File: src/rtl/vga_pixel_fetch_if.sv
// Memory read bus between the pixel fetcher (master) and the framebuffer memory (slave).
interface vga_pixel_fetch_if;
  logic        bus_req;
  logic [31:0] bus_addr;
  logic        bus_ack;
  logic [31:0] bus_in;

  modport master (output bus_req, output bus_addr, input bus_ack, input bus_in);
  modport slave  (input bus_req, input bus_addr, output bus_ack, output bus_in);
endinterface

File: src/rtl/vga_pixel_fetch.sv
// Framebuffer word fetcher feeding a word FIFO that is unpacked MSB-first into 8-bit pixels.
module vga_pixel_fetch #(
  parameter logic [31:0] FB_BASE    = 32'h0000_0000,
  parameter int unsigned FB_WORDS   = 19200,
  parameter int unsigned FIFO_DEPTH = 16
) (
  input  logic              clk25MHz,
  input  logic              reset,
  input  logic              frame_start,
  vga_pixel_fetch_if.master bus,
  input  logic              pix_rd,
  output logic [7:0]        pix_data,
  output logic              pix_valid,
  output logic              underflow
);

  localparam int unsigned PtrW = $clog2(FIFO_DEPTH);
  localparam int unsigned CntW = $clog2(FIFO_DEPTH + 1);
  localparam int unsigned WcW  = $clog2(FB_WORDS + 1);

  localparam logic [31:0]     BaseAddr  = {FB_BASE[31:2], 2'b00};
  localparam logic [CntW-1:0] DepthCnt  = CntW'(FIFO_DEPTH);
  localparam logic [WcW-1:0]  FullWords = WcW'(FB_WORDS);
  localparam logic [WcW-1:0]  LastWord  = WcW'(FB_WORDS - 1);

  typedef enum logic [1:0] {StIdle, StReq, StDrain, StDone} state_e;

  state_e          state_q;
  logic            bus_req_q;
  logic [31:0]     bus_addr_q;
  logic [WcW-1:0]  word_cnt_q;

  logic [31:0]     mem [FIFO_DEPTH];
  logic [PtrW-1:0] wr_ptr_q;
  logic [PtrW-1:0] rd_ptr_q;
  logic [CntW-1:0] fifo_cnt_q;
  logic [1:0]      byte_ptr_q;
  logic            underflow_q;

  logic            wr_en;
  logic            pop_byte;
  logic            pop_word;
  logic [31:0]     head;

  assign bus.bus_req  = bus_req_q;
  assign bus.bus_addr = bus_addr_q;

  // Only acks for live requests land in the FIFO; a coincident frame_start discards the word.
  assign wr_en     = (state_q == StReq) && bus.bus_ack && !frame_start;
  assign pix_valid = (fifo_cnt_q != '0);
  assign pop_byte  = pix_rd && pix_valid && !frame_start;
  assign pop_word  = pop_byte && (byte_ptr_q == 2'd3);
  assign underflow = underflow_q;

  always_ff @(posedge clk25MHz or posedge reset) begin
    if (reset) begin
      state_q    <= StIdle;
      bus_req_q  <= 1'b0;
      bus_addr_q <= BaseAddr;
      word_cnt_q <= '0;
    end else begin
      unique case (state_q)
        StIdle: begin
          if (frame_start) begin
            bus_addr_q <= BaseAddr;
            word_cnt_q <= '0;
          end else if (word_cnt_q == FullWords) begin
            state_q <= StDone;
          end else if (fifo_cnt_q < DepthCnt) begin
            state_q   <= StReq;
            bus_req_q <= 1'b1;
          end
        end
        StReq: begin
          if (bus.bus_ack) begin
            bus_req_q <= 1'b0;
            if (frame_start) begin
              state_q    <= StIdle;
              bus_addr_q <= BaseAddr;
              word_cnt_q <= '0;
            end else begin
              bus_addr_q <= bus_addr_q + 32'd4;
              word_cnt_q <= word_cnt_q + 1'b1;
              state_q    <= (word_cnt_q == LastWord) ? StDone : StIdle;
            end
          end else if (frame_start) begin
            // The bus cycle must still complete, so hold req/addr and swallow the ack later.
            state_q    <= StDrain;
            word_cnt_q <= '0;
          end
        end
        StDrain: begin
          if (bus.bus_ack) begin
            state_q    <= StIdle;
            bus_req_q  <= 1'b0;
            bus_addr_q <= BaseAddr;
            word_cnt_q <= '0;
          end
        end
        StDone: begin
          if (frame_start) begin
            state_q    <= StIdle;
            bus_addr_q <= BaseAddr;
            word_cnt_q <= '0;
          end
        end
        default: state_q <= StIdle;
      endcase
    end
  end

  always_ff @(posedge clk25MHz) begin
    if (wr_en) begin
      mem[wr_ptr_q] <= bus.bus_in;
    end
  end

  always_ff @(posedge clk25MHz or posedge reset) begin
    if (reset) begin
      wr_ptr_q    <= '0;
      rd_ptr_q    <= '0;
      fifo_cnt_q  <= '0;
      byte_ptr_q  <= 2'd0;
      underflow_q <= 1'b0;
    end else if (frame_start) begin
      wr_ptr_q    <= '0;
      rd_ptr_q    <= '0;
      fifo_cnt_q  <= '0;
      byte_ptr_q  <= 2'd0;
      underflow_q <= 1'b0;
    end else begin
      if (wr_en) begin
        wr_ptr_q <= wr_ptr_q + 1'b1;
      end
      if (pop_word) begin
        rd_ptr_q <= rd_ptr_q + 1'b1;
      end
      if (pop_byte) begin
        byte_ptr_q <= byte_ptr_q + 2'd1;
      end
      unique case ({wr_en, pop_word})
        2'b10:   fifo_cnt_q <= fifo_cnt_q + 1'b1;
        2'b01:   fifo_cnt_q <= fifo_cnt_q - 1'b1;
        default: fifo_cnt_q <= fifo_cnt_q;
      endcase
      if (pix_rd && !pix_valid) begin
        underflow_q <= 1'b1;
      end
    end
  end

  always_comb begin
    head     = mem[rd_ptr_q];
    pix_data = 8'h00;
    if (pix_valid) begin
      unique case (byte_ptr_q)
        2'd0:    pix_data = head[31:24];
        2'd1:    pix_data = head[23:16];
        2'd2:    pix_data = head[15:8];
        default: pix_data = head[7:0];
      endcase
    end
  end

endmodule

File: src/flat_wrapper.sv
// flat-port wrapper written by rule: the top's interface ports become plain ports
module vga_pixel_fetch_flat 
#(
  parameter logic [31:0] FB_BASE    = 32'h0000_0000,
  parameter int unsigned FB_WORDS   = 19200,
  parameter int unsigned FIFO_DEPTH = 16
)
  (clk25MHz, reset, frame_start, pix_rd, pix_data, pix_valid, underflow, bus_bus_req, bus_bus_addr, bus_bus_ack, bus_bus_in);
  vga_pixel_fetch_if bus_i ();
  input  logic clk25MHz;
  input  logic reset;
  input  logic frame_start;
  input  logic pix_rd;
  output logic [7:0] pix_data;
  output logic pix_valid;
  output logic underflow;
  output wire logic [$bits(bus_i.bus_req)-1:0] bus_bus_req;
  output wire logic [$bits(bus_i.bus_addr)-1:0] bus_bus_addr;
  input wire logic [$bits(bus_i.bus_ack)-1:0] bus_bus_ack;
  input wire logic [$bits(bus_i.bus_in)-1:0] bus_bus_in;
  assign bus_bus_req = bus_i.bus_req;
  assign bus_bus_addr = bus_i.bus_addr;
  assign bus_i.bus_ack = bus_bus_ack;
  assign bus_i.bus_in = bus_bus_in;
  vga_pixel_fetch #(.FB_BASE(FB_BASE), .FB_WORDS(FB_WORDS), .FIFO_DEPTH(FIFO_DEPTH)) u_core (.clk25MHz(clk25MHz), .reset(reset), .frame_start(frame_start), .bus(bus_i), .pix_rd(pix_rd), .pix_data(pix_data), .pix_valid(pix_valid), .underflow(underflow));
endmodule
File: config.mk
export PLATFORM = sky130hd
export DESIGN_NAME = vga_pixel_fetch_flat
export DESIGN_NICKNAME = d
export VERILOG_FILES = /design/src/rtl/vga_pixel_fetch_if.sv /design/src/rtl/vga_pixel_fetch.sv /design/src/flat_wrapper.sv
export SDC_FILE = /design/constraint.sdc
export NUM_CORES = 1
export LEC_CHECK = 0
export CAP_MARGIN = 40
export CORE_UTILIZATION = 48
export DETAILED_ROUTE_END_ITERATION = 6
export PLACE_DENSITY_LB_ADDON = 0.12
export SYNTH_ARGS = -nofsm -noshare
export SYNTH_HDL_FRONTEND = slang
export SYNTH_SLANG_ARGS = --single-unit
export TNS_END_PERCENT = 50
File: constraint.sdc
create_clock -name clk25MHz -period 4.4 [get_ports clk25MHz]
set_input_delay 1.1 -clock clk25MHz [delete_from_list [all_inputs] [get_ports clk25MHz]]
set_output_delay 1.1 -clock clk25MHz [all_outputs]
set_load 0.02 [all_outputs]
==> results.py <==
metrics = {
    "pwr": {
        "leakage_nw": 8.98,
        "powerDensity_nw_per_um2": 426,
        "peakVddDrop_mv": 0.335,
    },
    "logic_synthesis": {
        "synth-seq-cells": 576,
        "synth_edf_count": 512,
        "synth_top_area_frac": 0.655,
        "yosys.area.top_type": "edfxtp_1",
        "synthTopCellsByCount": "edfxtp_1, mux4_2, dfrtp_1, nand2_1, nor2_1",
        "syn_area_um2": 23500,
        "synthArstFlopShare": 0.111,
        "postSynthAreaPerCell_um2": 18.2,
        "synth_most_common_cell": "edfxtp_1",
        "ys_top_cells_by_area": "edfxtp_1, mux4_2, dfrtp_1",
        "yosysWarningCount": 0,
        "synth_cell_types": 74,
        "ys_seq_area_frac": 0.724,
        "synthCells": 1287,
        "ys.flop_type": "edfxtp_1",
    },
    "sta": {
        "tns_ns": 0,
        "worst_pin_slew_ns": 0.805,
        "hold_viol": 0,
        "min_period_ns": 4.36,
        "setup_viol": 0,
        "fin_worst_skew_ns": 0.0209,
        "fmax_mhz": 229,
        "finalWorstSetupSlack_ns": 0.0407,
        "slew_viol_final": 0,
        "rsz0062_at_grt": "yes",
        "period_share": 0.991,
        "timing.slew.headroom": 0.463,
    },
    "place": {
        "place_area_um2": 25600,
        "portBuffers": 77,
        "dpl.hpwl_um": 33800,
        "place.gp.congestion": 0.810,
        "post-place-ws_ns": 0.250,
        "dp_cells": 1991,
    },
    "clock_tree": {
        "root_buffer": "clkbuf_16",
        "cts-htree-levels": 2,
        "path_clk_slew_ns": 0.06,
        "clock-sinks": 576,
        "cts_buffer_depth": 3,
        "cts_tree": "yes",
        "clk-insertion-delay-late_ns": 0.62,
        "cts_hold_buf": 0,
        "cts_buffers": 58,
    },
    "die": {
        "core-area_um2": 47900,
        "die_w_um": 223,
        "die_y_um": 223,
        "ioPinCount": 80,
        "start_util": 0.489,
        "rows": 80,
        "die_area_um2": 49800,
    },
    "routing": {
        "drtIter0Drc": 1209,
        "drc": 0,
        "vias": 12700,
        "wl_um": 57900,
        "routedWlPerCell_um": 27.5,
        "drtPass1Iterations": 5,
        "drtAntennaViolNets": 0,
        "via_per_inst": 6.04,
    },
    "final_layout": {
        "drive_above_1_share": 0.224,
        "final_util": 0.575,
        "n_fill_cell": 3585,
        "num-nets-final": 1503,
        "layoutNonFillerInstCount": 2103,
        "final_cell_area_um2": 27600,
        "antennaDiodeCount": 0,
        "syn2layout_area_growth_pct": 17.5,
    },
    "min_path": {
        "hp-class": "flop to flop",
    },
    "global_route": {
        "grt_overflow_total": 0,
        "grt_pass1_vias": 13000,
        "grt_usage": 0.237,
        "antenna_found_initial": 1,
        "grt_max_degree": 35,
        "grt_pass1_wl_um": 85500,
    },
    "worst_setup_path": {
        "worstPathRequired_ns": 3.30,
        "critical_path.top_delay_family": "buffers and inverters",
        "start_kind": "flop",
        "slowest_delay_ns": 0.43,
        "cpMaxStageDelayCell": "dfrtp_1",
        "critPathCaptureType": "output pin",
        "worstPathCellList": "inv_1, ha_1, buf_4, nand4b_1, o22ai_1, a211o_1, nor4_4, buf_4, nor3_1, dlygate4sd2_1",
        "crit_type": "flop to output pin",
        "arrival_ns": 3.26,
        "cp_max_fo": 12,
        "cp_num_buf_inv": 4,
        "critical_path.most_common_cell": "buf_4",
    },
    "job": {
        "cap_violations": 0,
    },
    "status": {
        "status": "completed",
    },
}
routing by layer:
layer	global-route usage	part of all wire
met1	0.323	0.42
met2	0.395	0.50
met3	0.0354	0.060
met4	0.0745	0.025
met5	0	0.00022
flip-flops by register name, summed over array words and instances (netlist names):
name,flops
u_core.mem,512
u_core.bus.bus_addr,30
u_core.word_cnt_q,15
u_core.fifo_cnt_q,5
u_core.rd_ptr_q,4
u_core.wr_ptr_q,4
u_core.byte_ptr_q,2
u_core.state_q,2
u_core.bus.bus_req,1
u_core.underflow,1
final timing paths:
kind                                             startpoint                            endpoint  slack [ns]  cells after the start
setup / recovery           u_core.byte_ptr_q[1]$_DFFE_PP0P_                         pix_data[3]        0.04                     10
hold / removal               u_core.bus.bus_req$_DFFE_PP0P_      u_core.bus.bus_req$_DFFE_PP0P_        0.50                      1
setup reg to reg              u_core.state_q[1]$_DFFE_PP0P_          u_core.mem[2][7]$_DFFE_PP_        1.41                      7
hold reg to reg              u_core.bus.bus_req$_DFFE_PP0P_      u_core.bus.bus_req$_DFFE_PP0P_        0.50                      1
max in group asynchronous                             reset    u_core.word_cnt_q[8]$_DFFE_PP0N_        2.80                      3
min in group asynchronous                             reset  u_core.bus.bus_addr[5]$_DFFE_PP0P_        0.95                      2
stage by stage:
stage / power [mW] / hold slack [ns]
after detailed placement: 7.17 / 0.486
final: 11.7 / 0.498
after global placement: 7.16 / 0.489
after global routing: 12.1 / 0.511
after CTS: 11.8 / 0.503
after floorplan: 6.73 / 0.473
repair_timing:
action / 4_1_cts / 5_1_grt
endpoints found under the setup margin: 8 / 4
buffers inserted: 4 / 2
endpoints found under the hold margin: 0 / 0
resized for setup: 19 / 11
cloned: 1 / 2
cells by family after synthesis:
logic type | after synthesis | synth area share
multiplexers | 162 | 0.132
other | 1 | 0.000160
buffers and inverters | 78 | 0.0174
adder cells (fa/ha/maj) | 21 | 0.0112
flip-flops | 576 | 0.724
XOR/XNOR | 31 | 0.0116
AO/OA/AOI/OAI | 150 | 0.0441
AND/OR/NAND/NOR | 268 | 0.0604
power by group:
part | switching, mW | internal, mW | total [mW] | leakage (nW)
Sequential | 0.0465 | 6.04 | 6.09 | 5.48
Combinational | 0.623 | 0.347 | 0.970 | 2.63
Clock | 2.04 | 2.63 | 4.67 | 0.860
layout make-up:
| cell class | instances | area, µm² | area share |
|---|---|---|---|
| Inverter | 20 | 75.1 | 0.00272 |
| Clock inverter | 27 | 216 | 0.00786 |
| Tap cell | 615 | 769 | 0.0279 |
| Timing Repair Buffer | 155 | 1760 | 0.0637 |
| Multi-Input combinational cell | 634 | 6210 | 0.225 |
| Sequential cell | 576 | 17000 | 0.616 |
| Clock buffer | 76 | 1540 | 0.0559 |
cell usage in the layout (no fill, tap or decap), types with 23 or more instances in the layout:
cell / Yosys / routed
buf_12: 1 / 24
buf_4: 12 / 47
clkbuf_16: 0 / 61
clkdlybuf4s50_1: 0 / 69
dfrtp_1: 64 / 60
edfxtp_1: 512 / 512
mux2i_1: 27 / 27
mux4_2: 115 / 115
nand2_1: 60 / 60
nand3_1: 36 / 36
nor2_1: 54 / 51
o21ai_0: 28 / 28
xor2_1: 23 / 23
(Power assumes the default switching activity.)
==> RTL change 1 (config.mk and constraints unchanged) <==
Re-encode `state_e` (4 states) as one-hot, 4 bits wide.
--- a/src/rtl/vga_pixel_fetch.sv
+++ b/src/rtl/vga_pixel_fetch.sv
@@ -25,3 +25,3 @@
 
-  typedef enum logic [1:0] {StIdle, StReq, StDrain, StDone} state_e;
+  typedef enum logic [3:0] {StIdle = 4'b0001, StReq = 4'b0010, StDrain = 4'b0100, StDone = 4'b1000} state_e;
 
Formal check against the unedited RTL: no difference found for any inputs over 4 cycles, from zero or initial values and one cycle with reset high; so few cycles prove little.
==> RTL change 1 against the original RTL <==
Die area rose by 0.53%; critical endpoint is now pix_data[7]; global-route usage rose by 0.24 points; wire length rose by 0.51%; final area rose by 0.61%; power rose by 2.1%; area after synthesis rose by 0.53%; register-to-register slack got worse by 0.21 ns; count of clock-buffer cells in the layout fell by 7; sequential cell count rose by 2; synthesized cell count rose by 3.0%; clock power rose by 4.3%; worst setup slack improved by 0.043 ns; final cell count rose by 3.7%; largest cell class unchanged.
==> RTL change 1: results (changes against the original RTL) <==
Synth
  • Post-synth ARST share: 11.42% (+0.31 points)
  • Commonest cells post-synth: edfxtp_1, mux4_2, nand2_1
  • Post-synth cell types: 73 (-1.4%)
  • Area contributors post-synth: edfxtp_1, mux4_2, dfrtp_1
  • Cell taking the most area after synthesis: edfxtp_1
  • Register area share after synthesis: 72.20% (-0.17 points)
  • Synth warn: 0 (unchanged)
  • Post-synth EDFFs: 512 (unchanged)

Hold path
  • Worst Hold Path EP: u_core.underflow$_DFFE_PP0P_
  • Hold crit path type: flop to flop
  • Hold Startpoint: u_core.underflow$_DFFE_PP0P_
  • Hold Path Stages: 2 (+1)

Clock tree
  • CTS clk-pin slew, worst paths: 0.06 ns (about the same)
  • Clock buffer depth: 3 (unchanged)
  • Clock buffer count from CTS: 59 (+1.7%)
  • CTS root buffer: clkbuf_16
  • H-tree Lvls: 2 (unchanged)
  • Worst-Skew Late Latency: 0.64 ns (+0.02 ns)

Critical path
  • Max incr delay on CP: 0.64 ns (+0.21 ns)
  • Reg2reg end: u_core.mem[3][31]$_DFFE_PP_
  • R2R setup slack: 1.20 ns (-0.21 ns)
  • Delay-heaviest family, CP: simple AND/OR/NAND/NOR gates
  • Slowest stage cell, crit path: dfrtp_1
  • R2R depth: 6 (-1)
  • CP max FO: 17 (+5)

Global routing
  • Vias in the first global route: 13,026 (+0.21%)
  • Largest net degree at the start of global routing: 33 (-5.7%)
  • Total GRT Usage: 23.94% (+0.24 points)
  • Antenna violations before repair: 0 (-1)
  • First-pass GRT wire length: 86,400 um (+1.0%)

STA
  • Clk_skew: 0.01727 ns (-0.003620 ns)
  • Worst hold slack: 0.4999 ns (+0.002013 ns)
  • Slew HR: 42.53% (-3.7 points)

Place
  • Dpl cell area: 25,700 um2 (+0.55%)
  • Routability cong.: 0.8184 (+1.1%)
  • Dpl hpwl: 34,150 um (+1.0%)
  • Setup WS pre-CTS: 0.2390 ns (-0.01083 ns)
  • I/O Buffers: 77 (unchanged)

Drt
  • Violation count after the first detailed-routing iteration: 1,267 (+4.8%)
  • Routed wire per std cell: 26.69 um (-3.1%)
  • DR pass1 iterations: 5 (unchanged)
  • Routed vias/inst: 5.983 (-0.87%)

Layout
  • Largest register FFs: 512 (unchanged)
  • # diodes: 0 (unchanged)
  • Final #Nets: 1,528 (+1.7%)
  • Biggest register: u_core.mem
  • Share of cells above drive strength 1: 22.95% (+0.50 points)
  • Fillers: 3,621 (+1.0%)

Run status
  • Status: finished clean

Power and ir drop
  • VDD IR max: 0.3700 mV (+10%)
  • Leak pwr: 9.080 nW (+1.2%)
-- RTL change 1: how the worst max path moves through the flow --
stage	start	end	slack, ns	depth (start not counted)
4_1_cts	u_core.byte_ptr_q[0]$_DFFE_PP0P_	pix_data[6]	-0.07	9
3_5_place_dp	u_core.rd_ptr_q[0]$_DFFE_PP0P_	pix_data[3]	0.24	7
6_report	u_core.rd_ptr_q[2]$_DFFE_PP0P_	pix_data[7]	0.08	7
5_1_grt	u_core.rd_ptr_q[0]$_DFFE_PP0P_	pix_data[5]	0.01	10
3_3_place_gp	u_core.rd_ptr_q[0]$_DFFE_PP0P_	pix_data[3]	0.22	7
2_1_floorplan	bus_bus_ack	u_core.mem[0][0]$_DFFE_PP_	-0.21	6
-- RTL change 1: where the power goes --
| part | total, mW | internal, mW | switching (mW) |
|---|---|---|---|
| clock | 4.87 | 2.76 | 2.11 |
| combinational | 0.976 | 0.368 | 0.608 |
| sequential | 6.13 | 6.05 | 0.0806 |
-- RTL change 1: repair_timing --
action,in CTS,in global routing
buffers inserted,6,0
resized for setup,17,8
hold buffers,0,0
endpoints found under the setup margin,8,5
pin swaps,0,0
-- RTL change 1: kinds of logic after synthesis --
logic type	share of synthesized area, %
flip-flops	72.20
AND/OR/NAND/NOR	6.743
multiplexers	13.09
AO/OA/AOI/OAI	4.297
buffers and inverters	1.592
XOR/XNOR	1.263
adder cells (fa/ha/maj)	0.7958
other	0.01590
-- RTL change 1: cell type report --
cell class,count,area [um2],share of cell area (%)
clock buffers,69,1514,5.461
clock inverters,41,360.3,1.300
inverters,13,48.80,0.1760
multi-input cells,661,6264,22.59
flip-flops and latches,578,17040,61.45
well taps,656,820.8,2.961
repair buffers,163,1680,6.061
-- RTL change 1: routing by layer --
metal | track usage (%) | share of wire [%] | wire, um | vias up
met5 | 0 | 0 | 0 | -
met1 | 35.33 | 44 | 25590 | 6843
met3 | 4.971 | 7.8 | 4517 | 93
met4 | 6.297 | 2.2 | 1256 | 0
met2 | 36.48 | 46 | 26850 | 500
li1 | - | - | - | 5612
-- RTL change 1: through the flow --
step	power (mW)	std cells	utilization (%)
finish	11.98	2181	57.58
global route	12.37	2181	57.58
CTS	12.05	2181	57.50
detailed placement	7.211	2065	53.37
global placement	7.181	2064	53.36
floorplan	6.752	1326	-
-- RTL change 1: worst reg2reg max path, cell delays in order, from the launching register on --
cell and delay (ns):
dfrtp_1 0.60, nor2b_1 0.42, and2_1 0.56, nand2b_1 0.30, nor3_1 0.34, and2_2 0.22, buf_4 0.39
==> RTL change 2 (same flow settings) <==
Without the edit above. `FB_WORDS` is set to 19200 in 2 places; all go to 4800.
--- a/src/rtl/vga_pixel_fetch.sv
+++ b/src/rtl/vga_pixel_fetch.sv
@@ -3,3 +3,3 @@
   parameter logic [31:0] FB_BASE    = 32'h0000_0000,
-  parameter int unsigned FB_WORDS   = 19200,
+  parameter int unsigned FB_WORDS   = 4800,
   parameter int unsigned FIFO_DEPTH = 16
--- a/src/flat_wrapper.sv
+++ b/src/flat_wrapper.sv
@@ -4,3 +4,3 @@
   parameter logic [31:0] FB_BASE    = 32'h0000_0000,
-  parameter int unsigned FB_WORDS   = 19200,
+  parameter int unsigned FB_WORDS   = 4800,
   parameter int unsigned FIFO_DEPTH = 16
Check against the original RTL: no difference found for any inputs over 4 cycles, from zero or initial values and one cycle with reset high; that may be too few to reach the edited logic, so the function may still have changed.
==> RTL change 2 against the original RTL <==
Power grew 1.5%; worst setup slack better by 0.022 ns; final area hardly changed; final cell count is 1.1% higher; sequential cell count is 2 lower; utilization rose by 0.094 points; non-clock buffer count rose by 12; fmax grew 0.52%; wire length up 1.0%; combinational power grew 14%; area after synthesis is 0.59% lower; via count up 1.1%.
==> RTL change 2: results (changes against the original RTL) <==
Run status
  • Status: finished clean

Place
  • Setup WS pre-CTS: 0.01906 ns (-0.2308 ns)
  • Dpl cell area: 25,540 um2 (about the same)
  • Dpl hpwl: 34,740 um (+2.7%)
  • Routability cong.: 0.8148 (+0.65%)

Critical path
  • Max incr delay on CP: 0.53 ns (+0.10 ns)
  • RR Startpoint: u_core.byte_ptr_q[1]$_DFFE_PP0P_
  • CP max FO: 4 (-8)
  • Reg2reg end: u_core.fifo_cnt_q[4]$_DFFE_PP0P_
  • R2R depth: 11 (+4)
  • Worst EP arrival: 3.24 ns (-0.02 ns)
  • Setup crit end: pix_data[4]
  • Setup crit start: u_core.rd_ptr_q[0]$_DFFE_PP0P_
  • Slowest stage cell, crit path: dfrtp_4
  • R2R setup slack: 1.52 ns (+0.11 ns)

Drt
  • DR pass1 iterations: 7 (+2)
  • Violation count after the first detailed-routing iteration: 1,264 (+4.5%)
  • Total Wirelength: 58,510 um (+1.0%)
  • Routed vias/inst: 6.033 (about the same)

Layout
  • Multi-input gate area: 6153 um2 (-0.97%)
  • Fillers: 3,618 (+0.92%)
  • Share of cells above drive strength 1: 23.15% (+0.70 points)

Synth
  • Register area share after synthesis: 72.58% (+0.22 points)
  • Post-synth ARST share: 10.80% (-0.31 points)
  • Post-synth cell types: 72 (-2.7%)
  • Area contributors post-synth: edfxtp_1, mux4_2, dfrtp_1

STA
  • Slew @ Worst Pin: 0.7791 ns (-0.02564 ns)
  • Clk_skew: 0.01095 ns (-0.009937 ns)
  • Worst hold slack: 0.4986 ns (+0.0007240 ns)

Power and ir drop
  • Sw Ratio: 23.56% (+0.42 points)
  • VDD IR max: 0.3273 mV (-2.3%)
  • Leak pwr: 8.962 nW (-0.14%)

Global routing
  • First-pass GRT wire length: 86,650 um (+1.3%)

Hold path
  • Worst Hold Path EP: u_core.word_cnt_q[12]$_DFFE_PP0N_
  • Hold Startpoint: u_core.word_cnt_q[12]$_DFFE_PP0N_

Die
  • Initial Util: 48.74% (-0.19 points)
==> RTL change 2: power groups by stage <==
stage / registers, mW / clock network (mW) / logic (mW)
6_report: 6.10 / 4.69 / 1.11
5_1_grt: 6.11 / 4.97 / 1.20
4_1_cts: 6.10 / 4.77 / 1.11
3_5_place_dp: 6.21 / 0 / 1.09
3_3_place_gp: 6.21 / 0 / 1.08
2_1_floorplan: 6.21 / 0 / 0.584
==> RTL change 2: cell families (layout without fill, tap and decap cells) <==
family,count (synthesis),count (layout),share of synthesized area [%]
xor gates and xnor gates,26,26,0.9765
buffers and inverters,87,295,1.771
other,1,2,0.01608
adders and majority gates,22,22,1.180
DFF,574,574,72.58
AOI/OAI and AO/OA,145,145,4.174
and+or+nand+nor,307,307,6.658
muxes,141,141,12.64
==> RTL change 2: what timing repair did <==
item	4_1_cts	5_1_grt
pin swaps	4	9
gates cloned	1	0
gates resized for setup	36	14
endpoints found under the setup margin	8	6
buffers inserted	9	1
hold endpoints to repair	0	0
==> RTL change 2: metal layers <==
layer	track usage, %	part of all wire [%]	up-vias
met5	0	0.022	-
met4	7.319	2.7	2
met3	5.620	7.3	95
met2	37.42	47	449
met1	34.56	43	6710
li1	-	-	5577
==> RTL change 2: per-stage QoR <==
| stage | cells | power [mW] |
|---|---|---|
| after CTS | 2126 | 11.99 |
| final | 2127 | 11.90 |
| after global placement | 2012 | 7.296 |
| after detailed placement | 2012 | 7.308 |
| after global routing | 2127 | 12.28 |
| after floorplan | 1304 | 6.798 |
==> RTL change 2: final cells by class <==
| type | count | area share [%] |
|---|---|---|
| clock buffers | 70 | 5.510 |
| clock inverters | 35 | 0.9585 |
| inverters | 23 | 0.3134 |
| multi-input cells | 643 | 22.34 |
| flip-flops and latches | 574 | 61.48 |
| well taps | 615 | 2.794 |
| repair buffers | 167 | 6.605 |
